<file path="src/rtl/uart_pkg.sv">
// Shared UART definitions: receiver FSM state encoding and parity-type constants,
// also used by the transmitter's parity calculation.
package uart_pkg;

  typedef enum logic [2:0] {
    ST_IDLE,
    ST_START,
    ST_DATA,
    ST_PARITY,
    ST_STOP
  } rx_state_e;

  localparam logic PAR_EVEN = 1'b0;
  localparam logic PAR_ODD  = 1'b1;

endpackage

</file>
<file path="src/rtl/uart_rx_if.sv">
// Receiver-side bundle: serial line and frame configuration in, parallel byte and status strobes out.
interface uart_rx_if #(
  parameter int DATA_WIDTH = 8,
  parameter int PRESC_W    = 6
);
  logic                  RX_IN;
  logic [PRESC_W-1:0]    Prescale;
  logic                  PAR_EN;
  logic                  PAR_TYP;
  logic [DATA_WIDTH-1:0] P_DATA;
  logic                  data_valid;
  logic                  par_err;
  logic                  stp_err;

  modport master (
    output RX_IN, Prescale, PAR_EN, PAR_TYP,
    input  P_DATA, data_valid, par_err, stp_err
  );

  modport slave (
    input  RX_IN, Prescale, PAR_EN, PAR_TYP,
    output P_DATA, data_valid, par_err, stp_err
  );
endinterface

</file>
<file path="src/rtl/uart_rx_edge_bit_cnt.sv">
// Oversampling edge counter (0..P-1 per bit) and bit counter for the UART receiver.
module uart_rx_edge_bit_cnt #(
  parameter int PRESC_W = 6,
  parameter int BIT_W   = 4
) (
  input  logic               CLK,
  input  logic               RST,
  input  logic               start,
  input  logic               run,
  input  logic [PRESC_W-1:0] presc,
  output logic [PRESC_W-1:0] edge_cnt,
  output logic [BIT_W-1:0]   bit_cnt,
  output logic               bit_end
);

  localparam logic [PRESC_W-1:0] E_ONE = PRESC_W'(1);
  localparam logic [BIT_W-1:0]   B_ONE = BIT_W'(1);

  assign bit_end = run && (edge_cnt == presc - E_ONE);

  // The start-detect cycle itself is edge 0 of the start bit, so counting resumes at 1.
  always_ff @(posedge CLK or negedge RST) begin
    if (!RST) begin
      edge_cnt <= '0;
      bit_cnt  <= '0;
    end else if (start) begin
      edge_cnt <= E_ONE;
      bit_cnt  <= '0;
    end else if (run) begin
      if (bit_end) begin
        edge_cnt <= '0;
        bit_cnt  <= bit_cnt + B_ONE;
      end else begin
        edge_cnt <= edge_cnt + E_ONE;
      end
    end else begin
      edge_cnt <= '0;
      bit_cnt  <= '0;
    end
  end

endmodule

</file>
<file path="src/rtl/uart_rx.sv">
// Oversampling UART receiver: start detection, 3-sample majority vote, LSB-first
// deserialisation, optional parity and stop-bit checking with one-cycle strobes.
module uart_rx
  import uart_pkg::*;
#(
  parameter int DATA_WIDTH = 8,
  parameter int PRESC_W    = 6
) (
  input logic     CLK,
  input logic     RST,
  uart_rx_if.slave rx
);

  localparam int BIT_W = $clog2(DATA_WIDTH + 4);
  localparam logic [PRESC_W-1:0] E_ONE     = PRESC_W'(1);
  localparam logic [PRESC_W-1:0] E_TWO     = PRESC_W'(2);
  localparam logic [BIT_W-1:0]   LAST_DATA = BIT_W'(DATA_WIDTH);

  rx_state_e             state;
  logic [PRESC_W-1:0]    presc_l;
  logic                  par_en_l;
  logic                  par_typ_l;
  logic [PRESC_W-1:0]    edge_cnt;
  logic [BIT_W-1:0]      bit_cnt;
  logic                  bit_end;
  logic [PRESC_W-1:0]    half;
  logic                  start_det;
  logic                  running;
  logic                  in_window;
  logic                  decide;
  logic [2:0]            samp;
  logic                  maj;
  logic [DATA_WIDTH-1:0] shift_reg;
  logic                  exp_par;
  logic                  frame_bad;
  logic                  stop_ok;
  logic [DATA_WIDTH-1:0] p_data_r;
  logic                  data_valid_r;
  logic                  par_err_r;
  logic                  stp_err_r;

  function automatic logic maj3(input logic [2:0] s);
    return (s[0] & s[1]) | (s[0] & s[2]) | (s[1] & s[2]);
  endfunction

  assign half      = presc_l >> 1;
  assign start_det = (state == ST_IDLE) && !rx.RX_IN;
  assign running   = (state != ST_IDLE);
  assign in_window = running && (edge_cnt >= half - E_ONE) && (edge_cnt <= half + E_ONE);
  assign decide    = running && (edge_cnt == half + E_TWO);
  assign maj       = maj3(samp);
  assign exp_par   = (^shift_reg) ^ (par_typ_l == PAR_ODD);

  uart_rx_edge_bit_cnt #(
    .PRESC_W (PRESC_W),
    .BIT_W   (BIT_W)
  ) u_cnt (
    .CLK      (CLK),
    .RST      (RST),
    .start    (start_det),
    .run      (running),
    .presc    (presc_l),
    .edge_cnt (edge_cnt),
    .bit_cnt  (bit_cnt),
    .bit_end  (bit_end)
  );

  // Sampler and deserialiser: pure datapath, no reset needed.
  always_ff @(posedge CLK) begin
    if (in_window)
      samp <= {samp[1:0], rx.RX_IN};
    if (decide && (state == ST_DATA))
      shift_reg <= {maj, shift_reg[DATA_WIDTH-1:1]};
  end

  // Frame control: configuration is captured only when leaving IDLE.
  always_ff @(posedge CLK or negedge RST) begin
    if (!RST) begin
      state        <= ST_IDLE;
      presc_l      <= '0;
      par_en_l     <= 1'b0;
      par_typ_l    <= 1'b0;
      frame_bad    <= 1'b0;
      stop_ok      <= 1'b0;
      p_data_r     <= '0;
      data_valid_r <= 1'b0;
      par_err_r    <= 1'b0;
      stp_err_r    <= 1'b0;
    end else begin
      data_valid_r <= 1'b0;
      par_err_r    <= 1'b0;
      stp_err_r    <= 1'b0;
      case (state)
        ST_IDLE: begin
          if (!rx.RX_IN) begin
            state     <= ST_START;
            presc_l   <= rx.Prescale;
            par_en_l  <= rx.PAR_EN;
            par_typ_l <= rx.PAR_TYP;
            frame_bad <= 1'b0;
            stop_ok   <= 1'b0;
          end
        end
        ST_START: begin
          if (decide && maj)
            state <= ST_IDLE;
          else if (bit_end)
            state <= ST_DATA;
        end
        ST_DATA: begin
          if (bit_end && (bit_cnt == LAST_DATA))
            state <= par_en_l ? ST_PARITY : ST_STOP;
        end
        ST_PARITY: begin
          if (decide && (maj != exp_par)) begin
            par_err_r <= 1'b1;
            frame_bad <= 1'b1;
          end
          if (bit_end)
            state <= ST_STOP;
        end
        ST_STOP: begin
          if (decide) begin
            stop_ok   <= maj;
            stp_err_r <= !maj;
          end
          if (bit_end) begin
            if (stop_ok && !frame_bad) begin
              p_data_r     <= shift_reg;
              data_valid_r <= 1'b1;
            end
            state <= ST_IDLE;
          end
        end
        default: state <= ST_IDLE;
      endcase
    end
  end

  assign rx.P_DATA     = p_data_r;
  assign rx.data_valid = data_valid_r;
  assign rx.par_err    = par_err_r;
  assign rx.stp_err    = stp_err_r;

endmodule

</file>
<file path="src/flat_wrapper.sv">
// flat-port wrapper written by rule: the top's interface ports become plain ports
module uart_rx_flat import uart_pkg::*;
#(
  parameter int DATA_WIDTH = 8,
  parameter int PRESC_W    = 6
)
  (CLK, RST, rx_RX_IN, rx_Prescale, rx_PAR_EN, rx_PAR_TYP, rx_P_DATA, rx_data_valid, rx_par_err, rx_stp_err);
  uart_rx_if #(.DATA_WIDTH(DATA_WIDTH), .PRESC_W(PRESC_W)) rx_i ();
  input logic CLK;
  input logic RST;
  input wire logic [$bits(rx_i.RX_IN)-1:0] rx_RX_IN;
  input wire logic [$bits(rx_i.Prescale)-1:0] rx_Prescale;
  input wire logic [$bits(rx_i.PAR_EN)-1:0] rx_PAR_EN;
  input wire logic [$bits(rx_i.PAR_TYP)-1:0] rx_PAR_TYP;
  output wire logic [$bits(rx_i.P_DATA)-1:0] rx_P_DATA;
  output wire logic [$bits(rx_i.data_valid)-1:0] rx_data_valid;
  output wire logic [$bits(rx_i.par_err)-1:0] rx_par_err;
  output wire logic [$bits(rx_i.stp_err)-1:0] rx_stp_err;
  assign rx_i.RX_IN = rx_RX_IN;
  assign rx_i.Prescale = rx_Prescale;
  assign rx_i.PAR_EN = rx_PAR_EN;
  assign rx_i.PAR_TYP = rx_PAR_TYP;
  assign rx_P_DATA = rx_i.P_DATA;
  assign rx_data_valid = rx_i.data_valid;
  assign rx_par_err = rx_i.par_err;
  assign rx_stp_err = rx_i.stp_err;
  uart_rx #(.DATA_WIDTH(DATA_WIDTH), .PRESC_W(PRESC_W)) u_core (.CLK(CLK), .RST(RST), .rx(rx_i));
endmodule
</file>
<file path="config.mk">
export PLATFORM = sky130hd
export DESIGN_NAME = uart_rx_flat
export DESIGN_NICKNAME = d
export VERILOG_FILES = /design/src/rtl/uart_pkg.sv /design/src/rtl/uart_rx_if.sv /design/src/rtl/uart_rx_edge_bit_cnt.sv /design/src/rtl/uart_rx.sv /design/src/flat_wrapper.sv
export SDC_FILE = /design/constraint.sdc
export NUM_CORES = 1
export LEC_CHECK = 0
export ABC_AREA = 1
export BUFFER_PORTS_ARGS = -buffer_cell sky130_fd_sc_hd__clkbuf_2
export CAP_MARGIN = 20
export CORE_MARGIN = 2
export CORE_UTILIZATION = 45
export CTS_BUF_LIST = sky130_fd_sc_hd__clkbuf_4 sky130_fd_sc_hd__clkbuf_8
export DETAILED_ROUTE_END_ITERATION = 10
export GPL_TIMING_DRIVEN = 0
export PLACE_DENSITY = 0.72
export RECOVER_POWER = 100
export SLEW_MARGIN = 0
export SYNTH_ARGS = -nofsm -noshare
export SYNTH_HDL_FRONTEND = slang
export SYNTH_HIERARCHICAL = 1
export SYNTH_SLANG_ARGS = --single-unit
</file>
<file path="constraint.sdc">
create_clock -name CLK -period 4.7 [get_ports CLK]
set_input_delay 0.705 -clock CLK [delete_from_list [all_inputs] [get_ports CLK]]
set_output_delay 0.705 -clock CLK [all_outputs]
set_load 0.01 [all_outputs]
</file>
# ---- After elaboration in Yosys (flattened, before gate mapping)
# Cells that the tools add are included.
dict set report op_classes {
  reduce_logical 23
  magnitude_cmp 2
  eq_ne 16
  n_bitwise 7
  add_sub_neg 6
  mux 26
}
# operator n
set ops {}
lappend ops {{$mux W3} 7}
lappend ops {{$mux W6} 3}
lappend ops {{$pmux W3 S5} 1}
lappend ops {{$eq A6 B6 Y1} 2}
lappend ops {{$mux W4} 3}
lappend ops {{$logic_and A1 B1 Y1} 10}
lappend ops {{$mux W1} 10}
lappend ops {{$reduce_and A3 Y1} 3}
lappend ops {{$ne A2 B1 Y1 const B} 4}
lappend ops {{$reduce_xor A8 Y1} 1}
lappend ops {{$add A5 B1 Y6 const B} 1}
lappend ops {{$add A5 B2 Y6 const B} 1}
lappend ops {{$add A6 B1 Y6 const B} 1}
lappend ops {{$eq A3 B2 Y1 const B} 2}
lappend ops {{$ge A6 B6 Y1} 1}
lappend ops {{$le A6 B6 Y1} 1}
lappend ops {{$ne A3 B1 Y1 const B} 2}
lappend ops {{$sub A5 B1 Y6 const B} 1}
lappend ops {{$sub A6 B1 Y6 const B} 1}
lappend ops {{$reduce_and A5 Y1} 1}
lappend ops {{$add A4 B1 Y4 const B} 1}
lappend ops {{$eq A4 B4 Y1 const B} 1}
lappend ops {{$ne A2 B2 Y1 const B} 2}
lappend ops {{$pmux W1 S2} 2}
lappend ops {{other kinds (12)} 18}
dict set report totals {
  output_inout_bits 11
  reg_bits 45
}

# ---- Logic depth before layout (Yosys ltp)
dict set report depth {
  ltp_word 7
  depth_mapped 13
  mapped_depth_nobuf 13
}

# ---- Cells and area by module
# Netlist, hierarchy kept.
# mod area_each_um2 instances seq_area_each_um2 cells_per_inst
set by_module_without_submodules {}
lappend by_module_without_submodules {uart_rx 2118.3 1 930.9 259}
lappend by_module_without_submodules {uart_rx_edge_bit_cnt 748.2 1 250.2 112}

# ---- Worst setup path before layout
# No wires, ideal clock.
dict set report synth_timing {
  path_kind {register to register}
  from {register u_core.presc_l[3]}
  to {register u_core.shift_reg[0], enable pin}
  slack_ns 2.312
  period_less_slack_ns 2.388
  required_time_ns 4.317
  path_stages_with_launch 10
  path_buffers 1
  arrival_ns 2.004
  setup_time_ns 0.383
  cell_sequence {dfrtp_1 clkbuf_2 inv_1 ha_1 inv_1 a21oi_1 nand3_1 nor2_2 nand2_1 nor3_1}
}
dict set report synth_between {
  elab_chain_cells 4
}
# item line_no
set synth_rtl {}
lappend synth_rtl {{from (decl)} uart_rx.sv:20} ;# logic [PRESC_W-1:0] presc_l;
lappend synth_rtl {{from (signal assigned)} uart_rx.sv:97} ;# presc_l <= rx.Prescale;
lappend synth_rtl {{$add A5 B2 Y6} uart_rx.sv:50} ;# assign decide = running && (edge_cnt == half + E_TWO);
lappend synth_rtl {{$eq A6 B6 Y1} uart_rx.sv:50}
lappend synth_rtl {{$logic_and A1 B1 Y1} uart_rx.sv:50}
lappend synth_rtl {{$logic_and A1 B1 Y1} uart_rx.sv:72} ;# if (decide && (state == ST_DATA))
lappend synth_rtl {{to (signal assigned)} uart_rx.sv:73} ;# shift_reg <= {maj, shift_reg[DATA_WIDTH-1:1]};
lappend synth_rtl {{to (decl)} uart_rx.sv:33} ;# logic [DATA_WIDTH-1:0] shift_reg;
# Every way passes these cells.
# A chain may end at the register's enable or synchronous reset.

# ---- Final worst setup path
dict set report layout_timing {
  from {register u_core.state[0]}
  to {register u_core.u_cnt.bit_cnt[2]}
}
dict set report layout_between {
  elab_chain_cells 3
  elab_cells_between_ends 7
}
# item line_no
set layout_rtl {}
lappend layout_rtl {{from (decl)} uart_rx.sv:19} ;# rx_state_e state;
lappend layout_rtl {{from (signal assigned)} uart_rx.sv:112} ;# state <= par_en_l ? ST_PARITY : ST_STOP;
lappend layout_rtl {{$reduce_bool A3 Y1 *} uart_rx.sv:48} ;# assign running = (state != ST_IDLE);
lappend layout_rtl {{net u_core.running} uart_rx.sv:28} ;# logic running;
lappend layout_rtl {{$logic_and A1 B1 Y1 / $mux W4 (equally long branches)} {uart_rx_edge_bit_cnt.sv:19, uart_rx_edge_bit_cnt.sv:29}}
lappend layout_rtl {{$ne A3 B1 Y1 (no line) / $mux W4 (equally long branches)} --}
lappend layout_rtl {{to (signal assigned)} uart_rx_edge_bit_cnt.sv:32} ;# bit_cnt <= bit_cnt + B_ONE;
lappend layout_rtl {{to (decl)} uart_rx_edge_bit_cnt.sv:12} ;# output logic [BIT_W-1:0] bit_cnt,
# The timed path passes the listed nets; every way through them passes the cells marked *.

==> flow_metrics.env <==
export IMPL_wl_met2_mm=2.64
export IMPL_utilization_pct=49.7
export IMPL_synth_seq_area_share_pct=41.2
export IMPL_period_needed_ns=2.88
export IMPL_dpl_worst_slack_ns=1.79
export IMPL_cts_resized=0
export IMPL_grt_max_degree=35
export IMPL_slew_headroom_pct=-30.8
export IMPL_syn_area_per_cell_um2=7.73
export IMPL_worstSetupPathType="reg -> reg"
export IMPL_cts_tree="yes"
export IMPL_yosysWarnings=6
export IMPL_syn_inst=371
export IMPL_power_leakage_nw=1.60
export IMPL_n_fill_cell=610
export IMPL_wl_per_cell_um=12.2
export IMPL_cts_max_level=2
export IMPL_max_freq_mhz=347
export IMPL_end_kind="flip-flop"
export IMPL_synthesis_area_mm2=0.00287
export IMPL_wl_met1_mm=2.89
export IMPL_globalRouteOverflowTotal=0
export IMPL_grt_pass1_vias=2350
export IMPL_port_buffers=21
export IMPL_initial_core_util_pct=45.9
export IMPL_core_mm2=0.00624
export IMPL_finalSetupTns_ns=0
export IMPL_diodes=0
export IMPL_arrival_ns=3.12
export IMPL_p_per_area_mw_per_mm2=595
export IMPL_start_kind="flip-flop"
export IMPL_drt_total_wl_mm=5.82
export IMPL_clock_path_buffers=2
export IMPL_synthArstFlopShare_pct=75.6
export IMPL_grt_use_total_pct=18.3
export IMPL_routed_wl_met3_um=166
export IMPL_min_period_over_period_pct=61.3
export IMPL_vias=2376
export IMPL_synthToLayoutAreaGrowth_pct=8.12
export IMPL_post_cts_buffers=0
export IMPL_io_pins=22
export IMPL_clk_latency_ns=0.30
export IMPL_grt_pass1_wl_mm=10.6
export IMPL_skew_ns=0.00583
export IMPL_remaining_drc_errors=0
export IMPL_fin_ws_ns=1.82
export IMPL_ff2ff_setup_slack_ns=1.82
export IMPL_dr_max_layer_used="met4"
export IMPL_violations="max-capacitance violations, max-slew violations"
export IMPL_dieArea_mm2=0.00702
export IMPL_worstPathMaxFanout=15
export IMPL_synth_edf_count=11
export IMPL_worstMarginPinSlew_ns=1.96
export IMPL_rsz0062_at_grt="no"
export IMPL_ir_worst_vdd_mv=0.213
export IMPL_regArea_mm2=0.00118
export IMPL_hp_class="reg -> reg"
export IMPL_status="finished with violations"
export IMPL_cts_root_buf="clkbuf_8"
export IMPL_setup_viol=0
export IMPL_fin_nets=430
export IMPL_die_x_um=83.8
export IMPL_synth_seq_cells=45
export IMPL_required_ns=4.94
export IMPL_clk_pin_slew_worst_paths_ns=0.09
export IMPL_ys_flop_type="dfrtp_1"
export IMPL_vias_per_cell=4.97
export IMPL_die_height_um=83.8
export IMPL_row_count=29
export IMPL_place_gp_congestion=0.845
export IMPL_finalHoldViolCount=0
export IMPL_cts_buffers=5
export IMPL_drv_slew=35
export IMPL_synth_cell_type_count=35
export IMPL_drtIter0Drc=142
export IMPL_max_cap_violations=1
export IMPL_hold_slack_ns=0.468
export IMPL_drive_gt1_share_pct=8.73
export IMPL_hpwlAfterDp_mm=4.35
export IMPL_synth_nets=401
export IMPL_drtPass1Iterations=4
export IMPL_clock_sinks=45
export IMPL_holdBufCountCts=0
export IMPL_ant_nets=0
export IMPL_grt_antenna_before_repair=0
export IMPL_multi_input_area_mm2=0.00140
placed cells by master (no fill, tap or decap), types with 2 or more instances in the layout:
cell type,n
nand3_1,30
inv_1,49
clkbuf_1,16
o21bai_1,2
clkbuf_8,5
nand2_1,122
clkbuf_2,9
nor2_1,28
ha_1,19
nor3_1,6
xnor2_1,6
dfrtp_1,34
xor2_1,8
edfxtp_1,11
nand2_2,7
o21ai_0,9
a21oi_1,13
nor4_1,3
nand4_1,3
inv_2,5
layer usage:
layer  vias to the layer above  GRT usage (%)
li1                       1237              -
met1                      1095           24.1
met2                        35           31.5
met3                         9           3.17
met4                         0           4.40
met5                         -              0
final timing paths:
path                                             start                             endpoint  cells past startpoint
setup reg to reg           u_core/state[0]$_DFFE_PN0P_  u_core/u_cnt/bit_cnt[2]$_DFFE_PN0P_                      8
max in group asynchronous                          RST   u_core/u_cnt/edge_cnt[4]$_DFF_PN0_                      1
hold reg to reg               u_core/samp[0]$_DFFE_PP_             u_core/samp[1]$_DFFE_PP_                      0
min in group asynchronous                          RST      u_core/rx.P_DATA[4]$_DFFE_PN0P_                      1
setup / recovery           u_core/state[0]$_DFFE_PN0P_  u_core/u_cnt/bit_cnt[2]$_DFFE_PN0P_                      8
hold / removal                u_core/samp[0]$_DFFE_PP_             u_core/samp[1]$_DFFE_PP_                      0
worst max-delay path, stage by stage (launching register included):
cell      delay [ns]
dfrtp_1         0.44
nor2_1          0.18
nand2_1         0.20
nor2_1          0.56
clkbuf_1        0.71
nor2_1          0.25
nand2_1         0.32
nand2_1         0.08
nand2_1         0.07
cell usage after synthesis, drive strengths merged, types with 3 or more instances:
master | n | area share (%)
nand4 | 3 | 0.65
edfxtp | 11 | 12
o21ai | 9 | 1.6
xnor2 | 6 | 1.8
nand3 | 30 | 5.7
nor2 | 29 | 4.6
ha | 19 | 8.3
xor2 | 8 | 2.4
dfrtp | 34 | 30
inv | 55 | 7.3
a21oi | 14 | 2.7
nand2 | 130 | 18
nor3 | 7 | 1.6
nor4 | 3 | 0.65
cell type report:
type / instances / area share (%)
Timing Repair Buffer: 22 / 2.99
Clock inverter: 3 / 0.807
Multi-Input combinational cell: 267 / 45.3
Tap cell: 77 / 3.11
Sequential cell: 45 / 38.1
Inverter: 55 / 6.74
Clock buffer: 5 / 2.22
Buffer: 4 / 0.767
through the flow:
step	instance area [um2]	std cells	power, mW
floorplan	2870	371	1.41
global placement	3070	469	1.60
detailed placement	3070	469	1.64
CTS	3160	477	1.90
global route	3100	478	2.06
finish	3100	478	1.85
cell families (layout without fill, tap and decap cells):
family                   after synthesis  in the layout  synth area share, %
flip-flops                            45             45                 41.2
buffers and inverters                 59             89                 8.16
AND/OR/NAND/NOR                      204            204                 32.0
adder cells (fa/ha/maj)               19             19                 8.29
XOR/XNOR                              14             14                 4.28
AO/OA/AOI/OAI                         30             30                 6.11
power breakdown:
group / leakage [nW] / total (mW) / internal [mW] / switching, mW
Combinational: 1.01 / 0.960 / 0.357 / 0.603
Clock: 0.0447 / 0.250 / 0.107 / 0.142
Sequential: 0.550 / 0.636 / 0.506 / 0.129
Total: 1.60 / 1.85 / 0.971 / 0.874
No activity file was read; power rests on OpenSTA's default activity.
